[src/rtl/la_rrarb.sv]
// la_rrarb: round-robin arbiter that shares one resource (mux select, OR-merge
// enable, shared bus) between N requesters.
//
// The grant is registered and one-hot (or zero), so it is glitch-free. There is
// no combinational path from req to gnt. With HOLD=1, the current holder keeps
// the grant while its request stays high. MAXCYC, when non-zero, caps how many
// consecutive cycles one holder may keep the grant.
//
// Parameters:
//   N       number of requesters (N >= 1)
//   HOLD    1: holder keeps grant while requesting, 0: rearbitrate every cycle
//   MAXCYC  max consecutive grant cycles per holder when HOLD=1, 0 = unlimited
//   PROP    implementation property string for downstream cells
//
// Ports:
//   clk     in   1    clock, rising edge
//   nreset  in   1    asynchronous active-low reset
//   en      in   1    arbitration enable
//   req     in   N    request vector, bit i = requester i
//   gnt     out  N    registered one-hot (or zero) grant vector
//   gnt_id  out  IW   binary index of the granted requester, 0 when idle
//   busy    out  1    registered |gnt
module la_rrarb #(
  parameter int    N      = 4,
  parameter int    HOLD   = 1,
  parameter int    MAXCYC = 0,
  parameter string PROP   = "DEFAULT",
  localparam int   IW     = (N > 1) ? $clog2(N) : 1,
  localparam int   CW     = (MAXCYC > 0) ? $clog2(MAXCYC + 1) : 1
) (
  input  logic          clk,
  input  logic          nreset,
  input  logic          en,
  input  logic [N-1:0]  req,
  output logic [N-1:0]  gnt,
  output logic [IW-1:0] gnt_id,
  output logic          busy
);

  typedef enum logic {
    IDLE  = 1'b0,
    GRANT = 1'b1
  } state_t;

  state_t         state;
  logic [IW-1:0]  ptr;
  logic [CW-1:0]  cnt;

  logic           win_found;
  logic [IW-1:0]  win_id;
  logic [N-1:0]   win_gnt;
  logic [IW-1:0]  ptr_next;
  logic           hold_ok;

  // Rotating priority search. The search starts at ptr and wraps modulo N.
  // The first requester found wins.
  always_comb begin
    int idx;
    win_found = 1'b0;
    win_id    = '0;
    win_gnt   = '0;
    idx       = 0;
    for (int k = 0; k < N; k++) begin
      idx = int'(ptr) + k;
      if (idx >= N) idx = idx - N;
      if (!win_found && req[idx]) begin
        win_found    = 1'b1;
        win_id       = idx[IW-1:0];
        win_gnt[idx] = 1'b1;
      end
    end
  end

  // After a grant, the requester just after the winner gets top priority.
  always_comb begin
    if (int'(win_id) == N - 1) ptr_next = '0;
    else                       ptr_next = win_id + IW'(1);
  end

  // The holder may keep the grant only while it still requests and has not
  // used up its burst. cnt counts the extra cycles after the first grant
  // cycle, so the cap is reached when cnt hits MAXCYC-1.
  always_comb begin
    hold_ok = (HOLD != 0) && (state == GRANT) && req[gnt_id] &&
              ((MAXCYC == 0) || (int'(cnt) < MAXCYC - 1));
  end

  // Arbitration FSM. All outputs are registered here. Dropping en freezes ptr
  // and cnt. A stale cnt is harmless because every fresh grant clears it.
  always_ff @(posedge clk or negedge nreset) begin
    if (!nreset) begin
      state  <= IDLE;
      gnt    <= '0;
      gnt_id <= '0;
      busy   <= 1'b0;
      ptr    <= '0;
      cnt    <= '0;
    end else if (!en) begin
      state  <= IDLE;
      gnt    <= '0;
      gnt_id <= '0;
      busy   <= 1'b0;
    end else if (hold_ok) begin
      if (cnt != {CW{1'b1}}) cnt <= cnt + CW'(1);
    end else if (win_found) begin
      state  <= GRANT;
      gnt    <= win_gnt;
      gnt_id <= win_id;
      busy   <= 1'b1;
      ptr    <= ptr_next;
      cnt    <= '0;
    end else begin
      state  <= IDLE;
      gnt    <= '0;
      gnt_id <= '0;
      busy   <= 1'b0;
    end
  end

endmodule
[config.mk]
export PLATFORM = sky130hd
export DESIGN_NAME = la_rrarb
export DESIGN_NICKNAME = d
export VERILOG_FILES = /design/src/rtl/la_rrarb.sv
export SDC_FILE = /design/constraint.sdc
export NUM_CORES = 1
export LEC_CHECK = 0
export CAP_MARGIN = 20
export CORE_UTILIZATION = 35
export CTS_BUF_LIST = sky130_fd_sc_hd__clkbuf_8
export CTS_CLUSTER_SIZE = 10
export DETAILED_ROUTE_END_ITERATION = 6
export SKIP_CTS_REPAIR_TIMING = 1
export SYNTH_ARGS = -nofsm -noshare
export SYNTH_HDL_FRONTEND = slang
export SYNTH_SLANG_ARGS = --single-unit
[constraint.sdc]
create_clock -name clk -period 4.7 [get_ports clk]
set_clock_uncertainty 0.15 [all_clocks]
set_input_delay 0.94 -clock clk [delete_from_list [all_inputs] [get_ports clk]]
set_output_delay 0.94 -clock clk [all_outputs]
set_load 0.01 [all_outputs]
After elaboration in Yosys (flattened, before gate mapping) --
Cells that the tools add are included.
Storage, ports and cells: output and inout port bits 7, register bits 9
Cells by class: reduce and logical (&&, ||, !) cells 12, add/sub/neg operators 8, equality and inequality tests 2, order comparisons 13, bitwise operators 4, multiplexer cells 48
Operators by type and width (number):
- 32-bit by 1-bit >= comparator with 1-bit output (second input constant) | 4
- 32-bit by 4-bit less-than comparator with 1-bit output (second input constant) | 4
- 32-bit 2-to-1 mux | 4
- 4-bit 2-to-1 mux | 7
- 1-bit 2-to-1 mux | 20
- 2-bit 2-to-1 mux | 8
- 4-bit OR | 3
- 3-bit by 3-bit subtractor with 4-bit output (second input constant) | 3
- 1-bit binary-select mux with 2-bit select | 5
- 3-bit >= comparator (second input constant) | 3
- 1-bit demux with 2-bit select | 4
- 1-bit logical AND | 8
- 2-bit by 2-bit adder with 3-bit output (second input constant) | 2
- 2-bit by 3-bit subtractor with 4-bit output (second input constant) | 1
- 2-bit by 1-bit adder with 3-bit output (second input constant) | 1
- 2-bit by 3-bit >= comparator with 1-bit output (second input constant) | 1
- 1-bit logical NOT | 3
- 2-bit by 3-bit less-than comparator with 1-bit output (second input constant) | 1
- 3-bit AND reduction | 1
- 2-bit by 1-bit adder with 2-bit output (second input constant) | 1
- 2-bit by 1-bit == test with 1-bit output (second input constant) | 1
- 2-bit != test (second input constant) | 1
- 1-bit inverter | 1

Longest topological paths before layout --
word-level depth 18, depth in mapped cells 10, mapped depth without buffers 7

Worst setup path after synthesis --
OpenSTA, ideal clock, no wires.
path type reg-to-reg, from register ptr[0], to register gnt_id[0], cell stages (with the launch flop) 11, arrival 2.255 ns, required time 4.429 ns, path buffers 3, period minus slack after synthesis 2.526 ns, slack 2.174 ns, cell sequence dfrtp_1 -> buf_6 -> buf_6 -> inv_1 -> ha_1 -> buf_6 -> mux4_2 -> nor2b_4 -> nor3_1 -> or2_1 -> a22o_1
On the way: word-level cells in the longest chain between the ends 18, elaborated cells on any way between the ends 44
Ends and longest elaborated chain:
- start: declaration | RTL line 46 | logic [IW-1:0] ptr;
- start signal: assignment | RTL line 110 | ptr <= ptr_next;
- parallel branches: the longest is 15 deep, another holds 3-bit by 3-bit subtractor with 4-bit output
- 2-bit 2-to-1 mux (*) | RTL line 105 | end else if (win_found) begin
- 2-bit 2-to-1 mux (*) | RTL line 103 | end else if (hold_ok) begin
- 2-bit 2-to-1 mux (*) | RTL line 98 | end else if (!en) begin
- end signal: assignment | RTL line 108 | gnt_id <= win_id;
- end: declaration | RTL line 36 | output logic [IW-1:0] gnt_id,
Mark *: on every way between the ends. The select of a mux whose other input is x is not followed. A chain may end at the register's enable or synchronous reset.

Worst setup path after layout --
Same ends and word-level chain as after synthesis.

==> metrics.log <==
[metrics] cts bufs inserted: 3
[metrics] std cell rows: 17
[metrics] net total in the final layout: 106
[metrics] global router's overall resource usage: 15.87%
[metrics] leakage power: 0.4263 nW
[metrics] number of levels the H-tree was split into: 1
[metrics] transition time of the tightest slew-check pin: 0.6100 ns
[metrics] number of distinct library cells after synthesis: 35
[metrics] Routed WL per cell: 14.07 um
[metrics] number of antenna violations at the first check in global routing: 0
[metrics] number of clock sinks seen by CTS: 9
[metrics] most common library cell in the layout ignoring fill and taps: clkdlybuf4s50_1
[metrics] total I/O pin count: 14
[metrics] Vias: 672
[metrics] Final ANT Viol Nets: 0
[metrics] drc violations: 0
[metrics] GR Util met1: 21.66%
[metrics] synthesis warning total: 0
[metrics] count of input and output buffers: 13
[metrics] headroom to the max-slew limit: 59.33%
[metrics] pin count of the biggest net entering global routing: 18
[metrics] hold violation count in the final report: 0
[metrics] worst setup slack after placement: 1.577 ns
[metrics] endpoint arrival time on the critical path: 2.91 ns
[metrics] minimum setup slack in the final design: 1.749 ns
[metrics] worst endpoint required time: 4.66 ns
[metrics] detailed-placement wirelength estimate: 1270 um
[metrics] Synth-to-Final Area Change: 19.02%
[metrics] fraction of final layout cells sized beyond drive strength 1: 10.64%
[metrics] post-route clock period utilization: 62.80%
[metrics] post-synthesis average cell area: 9.712 um2
[metrics] via count of the first global-routing pass: 660
[metrics] commonest cells after routing, fill and taps aside: clkdlybuf4s50_1 (13), dfrtp_1 (9), nand2_1 (8)
[metrics] Worst Path Class, Setup: flop to flop
[metrics] met2 Track Usage GR: 25.78%
[metrics] sequential share of the synthesized area: 27.61%
[metrics] via density per instance: 5.508
[metrics] Die Outline Area: 2528 um2
[metrics] number of max-slew violations in the final report: 0
[metrics] Skew-Pair Late Insertion Delay: 0.23 ns
[metrics] worst ir drop on vdd: 0.3678 mV
[metrics] Hold Crit Class: flop to flop
[metrics] post-route setup TNS: 0 ns
[metrics] sum of internal, switching and leakage power: 615.7 uW
[metrics] total standard cell area after synthesis: 815.8 um2
[metrics] post-layout min period: 2.951 ns
[metrics] Cells after Synth: 84
[metrics] drt total wl: 1716 um
[metrics] setup repair after global routing missed its margin: no
[metrics] Die Y-Extent: 50.28 um
[metrics] kind of end point of the critical path: flop
[metrics] die width: 50.28 um
[metrics] number of buffers on the longest clock path: 2
[metrics] global-route wire length before repair: 3098 um
[metrics] antenna fix cells: 0
[metrics] max-cap viol count: 0
[metrics] core region area: 2212 um2
[metrics] layer with the highest usage after global routing: met2
[metrics] highest achievable clock rate: 338.8 MHz
[metrics] grt ovf: 0
[metrics] critical path fanouts, max: 17
[metrics] number of placed instances with taps included: 118
[metrics] buffer type at the clock tree root: clkbuf_8
[metrics] drt first-iter violations: 10
[metrics] met3 track utilization from global routing: 1.515%
[metrics] Yosys reg bits: 9
[metrics] areal power density over the cells: 634.1 nW/um2
[metrics] nets in the synthesized netlist: 95
[metrics] run status: finished clean
[metrics] final setup violating endpoints: 0
[metrics] Worst setup SP type: flop
[metrics] Pre-antenna DRT Iters: 4
[metrics] clock-pin slew on the worst setup and hold paths: 0.05 ns
[metrics] number of synthesized flops with an enable pin: 0
[metrics] CTS tree: built
[metrics] global placer's final weighted congestion: 0.7483
[metrics] Synth Flop Type: dfrtp_1
[metrics] hold slack: 0.3435 ns
[metrics] post-route non-filler standard cell count: 122
[metrics] Starting Density: 36.88%
[metrics] async set-or-reset flop fraction in the synthesized netlist: 100.0%
-- metal layers --
layer | vias to the layer above | share of wire (%)
li1 | 337 | -
met2 | 12 | 49
met5 | - | 0
met1 | 323 | 49
met4 | 0 | 0
met3 | 0 | 2.4
-- path summary, 6_finish.rpt --
check	start	endpoint	slack [ns]	cells past startpoint
min in group asynchronous	nreset	ptr[0]	0.84	1
min	gnt[1]	gnt[1]	0.34	2
max in group asynchronous	nreset	gnt[0]	3.29	1
max reg2reg	ptr[0]	gnt_id[0]	1.75	7
min reg2reg	gnt[1]	gnt[1]	0.34	2
max	ptr[0]	gnt_id[0]	1.75	7
-- state kept, by name (all words and copies together), names as in the netlist --
| name | count |
|---|---|
| gnt_id | 2 |
| state | 1 |
| ptr | 2 |
| gnt | 4 |
-- power by group --
group          switching (mW)  internal (mW)
clock network          0.0292         0.0568
registers              0.0474          0.107
logic                   0.181          0.193
total                   0.258          0.358
-- cells in the mapped netlist, types with 3 or more instances --
master / number / area share, %
and2_1: 5 / 3.8
inv_1: 3 / 1.4
buf_6: 3 / 4.1
a221oi_1: 5 / 5.4
nand2_1: 8 / 3.7
ha_1: 4 / 6.1
o21ai_1: 4 / 2.5
mux2i_1: 3 / 3.7
a22o_1: 5 / 5.4
dfrtp_1: 9 / 28
mux4_2: 3 / 8.3
nor2_1: 3 / 1.4
-- stage by stage --
| stage | cell area [um2] | utilization, % |
|---|---|---|
| 6_report | 970.9 | 43.89 |
| 5_1_grt | 970.9 | 43.89 |
| 4_1_cts | 970.9 | 43.89 |
| 3_5_place_dp | 925.9 | 41.86 |
| 3_3_place_gp | 925.9 | 41.86 |
| 2_1_floorplan | 815.8 | - |
-- worst max-delay path: stages (launching register included) --
cell and delay, ns:
dfrtp_1 0.72, inv_1 0.14, ha_1 0.46, mux4_2 0.62
nor2b_4 0.21, nor3_1 0.07, or2_1 0.26, a22o_1 0.19
-- logic make-up (layout without fill, tap and decap cells) --
group           Yosys count  count (layout)  share of synthesized area (%)
mux                       7               7                          13.34
simple gates             27              27                          18.87
flops                     9               9                          27.61
fa+ha+maj                 4               4                          6.135
compound gates           26              26                          24.85
xor+xnor                  1               1                          1.074
buf+inv                  10              20                          8.127
-- area by class of cell --
| type | instances | area, um2 |
|---|---|---|
| fillers | 219 | 1241 |
| multi-input cells | 65 | 524.3 |
| flip-flops and latches | 9 | 225.2 |
| repair buffers | 13 | 130.1 |
| clock buffers | 3 | 41.29 |
| well taps | 28 | 35.03 |
| inverters | 3 | 11.26 |
| clock inverters | 1 | 3.754 |
Note: power is estimated with default switching activity, not from simulation.
